--- src/rtl/dmem_sram_bridge.sv ---
// dmem_sram_bridge
// Connects the MIPS memory stage to an SRAM-like data bus that uses a split
// handshake: addr_ok accepts the request and data_ok completes it. Only one
// transaction is in flight at a time, and the core stays stalled until that
// transaction completes. Store data is replicated across the byte lanes. When
// ADDR_MAP_EN is set, kseg0/kseg1 addresses are folded onto physical space.
module dmem_sram_bridge #(
    parameter logic ADDR_MAP_EN = 1'b1
) (
    input  logic        clk,
    input  logic        rst,
    input  logic        memenM,
    input  logic        memwriteM,
    input  logic [1:0]  memsizeM,
    input  logic [31:0] aluoutM,
    input  logic [31:0] writedataM,
    input  logic        flushM,
    output logic [31:0] readdataM,
    output logic        stallM,
    output logic        data_req,
    output logic        data_wr,
    output logic [1:0]  data_size,
    output logic [31:0] data_addr,
    output logic [31:0] data_wdata,
    input  logic        data_addr_ok,
    input  logic        data_data_ok,
    input  logic [31:0] data_rdata
);

    localparam logic [1:0] ST_IDLE = 2'd0;
    localparam logic [1:0] ST_REQ  = 2'd1;
    localparam logic [1:0] ST_WAIT = 2'd2;
    localparam logic [1:0] ST_DONE = 2'd3;

    // Store data is right-aligned. Copy it into every lane so that the slave
    // finds it in whichever lane the address selects.
    function automatic logic [31:0] lane_replicate(input logic [1:0] size,
                                                    input logic [31:0] wd);
        logic [31:0] res;
        case (size)
            2'b00:   res = {4{wd[7:0]}};
            2'b01:   res = {2{wd[15:0]}};
            default: res = wd;
        endcase
        return res;
    endfunction

    // kseg0 and kseg1 (0x8000_0000-0xBFFF_FFFF) are unmapped windows onto the
    // low 512 MB of physical space. Every other address passes through as is.
    function automatic logic [31:0] map_addr(input logic [31:0] va);
        logic [31:0] pa;
        if (ADDR_MAP_EN && (va[31:30] == 2'b10)) begin
            pa = {3'b000, va[28:0]};
        end else begin
            pa = va;
        end
        return pa;
    endfunction

    logic [1:0]  state_q,    state_d;
    logic        data_req_q, data_req_d;
    logic        data_wr_q,  data_wr_d;
    logic [1:0]  data_size_q, data_size_d;
    logic [31:0] data_addr_q, data_addr_d;
    logic [31:0] data_wdata_q, data_wdata_d;
    logic [31:0] readdata_q, readdata_d;
    logic        discard_q,  discard_d;

    logic        req_start_s;
    logic        discard_now_s;

    assign req_start_s   = memenM & ~flushM;
    // A flush that arrives in the same cycle as data_ok still drops the data.
    assign discard_now_s = discard_q | flushM;

    // Next-state logic: transaction sequencing, bus capture and load data capture
    always_comb begin
        state_d      = state_q;
        data_req_d   = data_req_q;
        data_wr_d    = data_wr_q;
        data_size_d  = data_size_q;
        data_addr_d  = data_addr_q;
        data_wdata_d = data_wdata_q;
        readdata_d   = readdata_q;
        discard_d    = discard_q;
        case (state_q)
            ST_IDLE: begin
                if (req_start_s) begin
                    state_d      = ST_REQ;
                    data_req_d   = 1'b1;
                    data_wr_d    = memwriteM;
                    data_size_d  = (memsizeM == 2'b11) ? 2'b10 : memsizeM;
                    data_addr_d  = map_addr(aluoutM);
                    data_wdata_d = lane_replicate(memsizeM, writedataM);
                    discard_d    = 1'b0;
                end else begin
                    data_req_d = 1'b0;
                end
            end
            ST_REQ: begin
                if (data_addr_ok) begin
                    data_req_d = 1'b0;
                    if (data_data_ok) begin
                        discard_d = 1'b0;
                        if (discard_now_s) begin
                            state_d = ST_IDLE;
                        end else begin
                            readdata_d = data_rdata;
                            state_d    = ST_DONE;
                        end
                    end else begin
                        state_d   = ST_WAIT;
                        discard_d = discard_now_s;
                    end
                end else begin
                    discard_d = discard_now_s;
                end
            end
            ST_WAIT: begin
                data_req_d = 1'b0;
                if (data_data_ok) begin
                    discard_d = 1'b0;
                    if (discard_now_s) begin
                        state_d = ST_IDLE;
                    end else begin
                        readdata_d = data_rdata;
                        state_d    = ST_DONE;
                    end
                end else begin
                    discard_d = discard_now_s;
                end
            end
            ST_DONE: begin
                state_d    = ST_IDLE;
                data_req_d = 1'b0;
                discard_d  = 1'b0;
            end
            default: begin
                state_d    = ST_IDLE;
                data_req_d = 1'b0;
                discard_d  = 1'b0;
            end
        endcase
    end

    // Stall request: hold the core from the request cycle until the cycle in which data is delivered
    always_comb begin
        stallM = 1'b0;
        if (rst) begin
            stallM = 1'b0;
        end else begin
            case (state_q)
                ST_IDLE: stallM = req_start_s;
                ST_REQ:  stallM = 1'b1;
                ST_WAIT: stallM = 1'b1;
                ST_DONE: stallM = 1'b0;
                default: stallM = 1'b0;
            endcase
        end
    end

    // State and output registers with synchronous reset
    always_ff @(posedge clk) begin
        if (rst) begin
            state_q      <= ST_IDLE;
            data_req_q   <= 1'b0;
            data_wr_q    <= 1'b0;
            data_size_q  <= 2'b00;
            data_addr_q  <= 32'h0000_0000;
            data_wdata_q <= 32'h0000_0000;
            readdata_q   <= 32'h0000_0000;
            discard_q    <= 1'b0;
        end else begin
            state_q      <= state_d;
            data_req_q   <= data_req_d;
            data_wr_q    <= data_wr_d;
            data_size_q  <= data_size_d;
            data_addr_q  <= data_addr_d;
            data_wdata_q <= data_wdata_d;
            readdata_q   <= readdata_d;
            discard_q    <= discard_d;
        end
    end

    assign readdataM  = readdata_q;
    assign data_req   = data_req_q;
    assign data_wr    = data_wr_q;
    assign data_size  = data_size_q;
    assign data_addr  = data_addr_q;
    assign data_wdata = data_wdata_q;

endmodule

--- config.mk ---
export PLATFORM = sky130hd
export DESIGN_NAME = dmem_sram_bridge
export DESIGN_NICKNAME = d
export VERILOG_FILES = /design/src/rtl/dmem_sram_bridge.sv
export SDC_FILE = /design/constraint.sdc
export NUM_CORES = 1
export LEC_CHECK = 0
export ABC_AREA = 0
export BUFFER_PORTS_ARGS = -buffer_cell sky130_fd_sc_hd__buf_2
export CAP_MARGIN = 10
export CELL_PAD_IN_SITES_DETAIL_PLACEMENT = 1
export CELL_PAD_IN_SITES_GLOBAL_PLACEMENT = 1
export CORE_MARGIN = 2
export CORE_UTILIZATION = 25
export DETAILED_ROUTE_END_ITERATION = 6
export PLACE_DENSITY = 0.74
export SLEW_MARGIN = 25
export SYNTH_ARGS = -nofsm -noshare
export SYNTH_HDL_FRONTEND = slang
export SYNTH_SLANG_ARGS = --single-unit
--- constraint.sdc ---
create_clock -name clk -period 1.95 [get_ports clk]
set_clock_uncertainty 0.15 [all_clocks]
set_input_delay 0.0975 -clock clk [delete_from_list [all_inputs] [get_ports clk]]
set_output_delay 0.0975 -clock clk [all_outputs]
set_load 0.005 [all_outputs]
==> flow_summary.yaml <==
worst_setup_path:
  cp.required_ns: 2.04
  worstSetupPathType: "flop to flop"
  cpLargestDelayFamily: "simple AND/OR/NAND/NOR gates"
  ff2ff_setup_slack_ns: 0.13
  r2r.worst_path.cells: 7
  crit_arrival_ns: 1.90
  slowest_stage: "dfxtp_1"
  reg2reg_to: "readdataM[2]$_SDFFE_PP0P_"
  max_stage_delay_ns: 0.36
  crit_path_end_kind: "flop"
  r2r_start: "state_q[0]$_SDFFE_PP0P_"
  crit_top_cell: "nand2_1"
  path_cells: "inv_1, ha_4, nand2_1, or3_1, buf_4, nand2_1, a21oi_1"
  path_buf_inv: 2
  cp_max_fo: 14
  cp-start-kind: "flop"
clocking:
  numCtsBuffers: 9
  cts_tree: "done"
  h-tree-depth: 3
  clk_latency_ns: 0.35
  clk_pin_slew_ns: 0.07
  clock-root-buffer: "clkbuf_16"
  cts_buffer_depth: 2
  cts.sinks: 103
  post_cts_buffers: 0
min_path:
  hp-class: "input port to flop"
  min_to: "data_size[0]$_SDFFE_PP0P_"
  holdPathStages: 3
  hp-start: "memsizeM[0]"
floorplanning:
  io_pins: 206
  dieArea_um2: 17100
  start_util_pct: 25.4
  die-width_um: 131
  core-area_um2: 15800
  die_h_um: 131
  num_rows: 46
pwr:
  vdd_drop_max_uv: 395
  p_per_area_nw_per_um2: 792
  power_mw: 5.30
  p_leak_nw: 2.97
place:
  port_buffers: 205
  dp_hpwl_um: 9600
  pre_cts_ws_ns: 0.0662
  gp_congestion: 0.729
timing:
  fmax_ghz: 0.551
  finalWorstSetupSlack_ns: 0.134
  drv_slew: 0
  rsz0062_at_grt: "no"
  fin_crit_sh_pct: 93.1
  fin_crit_ns: 1.82
  slew_headroom_pct: 63.2
  setup_tns_ns: 0
  hold_violations: 0
  setup_violations: 0
  tightest_slew_ns: 0.553
global_routing:
  grt_pass1_wl_um: 24300
  grt_pass1_vias: 4879
  grt_usage_pct: 18.3
  grt_max_degree: 55
  antenna_found_initial: 0
  grt_overflow_total: 0
drt:
  detail_route.wl_per_cell_um: 15.5
  wl_met2_um: 8360
  finalWirelength_um: 15700
  met1_length_um: 6090
  top_layer_used: "met4"
  route.met3.wl_um: 922
  drc: 0
  vias: 4607
  avgViaCountPerCell: 4.53
  drtAntennaViolNets: 0
  drtPass1Iterations: 4
  drt_iter0_markers: 133
logic_synthesis:
  synth.largest_area_cell: "dfxtp_1"
  avgSynthCellArea_um2: 8.00
  synth_edf_count: 0
  yosysWarnings: 0
  ys_types: 26
  yosys-top-cells-area: "dfxtp_1 51%, nand2_1 16%, a21oi_1 11%"
  ys_seq_area_share_pct: 51.2
  synth_top_area_share_pct: 51.2
  synth-seq-cells: 103
  synth_cells: 503
  async_reset_ff_share_pct: 0
  ys.flop_type: "dfxtp_1"
  synth_nets: 612
  syn_area_um2: 4030
final_layout:
  fin_util_pct: 42.3
  syn_to_final_growth_pct: 66.1
  n_antenna_cell: 0
  final_nets: 904
  drive_above_1_share_pct: 30.4
flow_run:
  maxCapViolations: 0
outcome:
  status: "completed"
==> area by class of cell <==
class,instances,area (um^2)
Tap cell,216,270
Inverter,4,15.0
Multi-Input combinational cell,358,1800
Timing Repair Buffer,319,2200
Clock inverter,4,77.6
Fill cell,1896,9140
Clock buffer,12,256
Sequential cell,103,2060
==> routing by layer <==
metal  vias to the layer above  track usage, %
met5                         -               0
li1                       2255               -
met2                       137            34.9
met1                      2192            18.8
met3                        23            6.03
met4                         0            6.01
==> report_power, final <==
part | internal, mW | leakage, nW | switching, mW
registers | 2.23 | 0.839 | 0.0613
logic | 0.487 | 1.97 | 0.487
clock network | 1.20 | 0.163 | 0.835
==> through the flow <==
stage	std cells	cell area [um^2]	hold WS, ns
3_5_place_dp	900	5310	0.195
5_1_grt	1016	6690	0.0680
4_1_cts	1015	6640	0.0277
2_1_floorplan	503	4030	0.0835
6_report	1016	6690	0.0418
3_3_place_gp	900	5310	0.191
==> registers in the layout (all words and copies together) (netlist names) <==
name	flops
state_q	2
data_addr	32
data_size	2
data_wr	1
readdataM	32
data_wdata	32
data_req	1
discard_q	1
==> cell usage after synthesis, types with 2 or more instances <==
master,n
a211oi_1,10
o211ai_1,8
dfxtp_1,103
inv_1,3
buf_6,3
a21oi_1,87
nor2_1,23
nand3_1,5
nand2b_1,5
clkbuf_1,17
a311oi_1,8
buf_2,16
buf_1,2
mux2i_1,17
ha_1,4
nor2b_1,2
nand2_1,174
o21ai_0,8
==> how the worst max path moves through the flow <==
stage                                 start  slack [ns]                    endpoint  cells after the start
floorplan           state_q[1]$_SDFFE_PP0P_        0.16  readdataM[10]$_SDFFE_PP0P_                      8
global placement    state_q[1]$_SDFFE_PP0P_        0.12  readdataM[23]$_SDFFE_PP0P_                      7
detailed placement  state_q[1]$_SDFFE_PP0P_        0.07  readdataM[29]$_SDFFE_PP0P_                      7
CTS                 state_q[1]$_SDFFE_PP0P_        0.05  readdataM[29]$_SDFFE_PP0P_                      7
global route        state_q[0]$_SDFFE_PP0P_        0.02  readdataM[27]$_SDFFE_PP0P_                      7
finish              state_q[0]$_SDFFE_PP0P_        0.13   readdataM[2]$_SDFFE_PP0P_                      7
==> repair_timing <==
| action | in CTS | in global routing |
|---|---|---|
| endpoints found under the setup margin | 0 | 36 |
| endpoints found under the hold margin | 99 | 0 |
| hold buffers | 99 | 0 |
| gates resized for setup | 0 | 6 |
==> placed cells by master, fill, tap and decap left out, drive strengths merged, types with 8 or more instances in the layout <==
cell / instances
mux2i: 17
a211oi: 10
a311oi: 8
o211ai: 8
buf: 219
a21oi: 87
nor2: 23
nand2: 174
clkbuf: 13
dfxtp: 103
o21ai: 8
dlygate4sd3: 99
==> kinds of logic after synthesis <==
kind of cell | synth area share, %
buffers and inverters | 4.97
muxes | 4.23
DFF | 51.2
and+or+nand+nor | 20.8
adders and majority gates | 1.24
AOI/OAI and AO/OA | 17.5
==> worst register-to-register path: cells and delay by family (launching register included) <==
family | cells | cell delay (ns)
simple gates | 3 | 0.52
flops | 1 | 0.36
buf+inv | 2 | 0.31
fa+ha+maj | 1 | 0.29
compound gates | 1 | 0.07
Power figures use the tool's default switching activity.
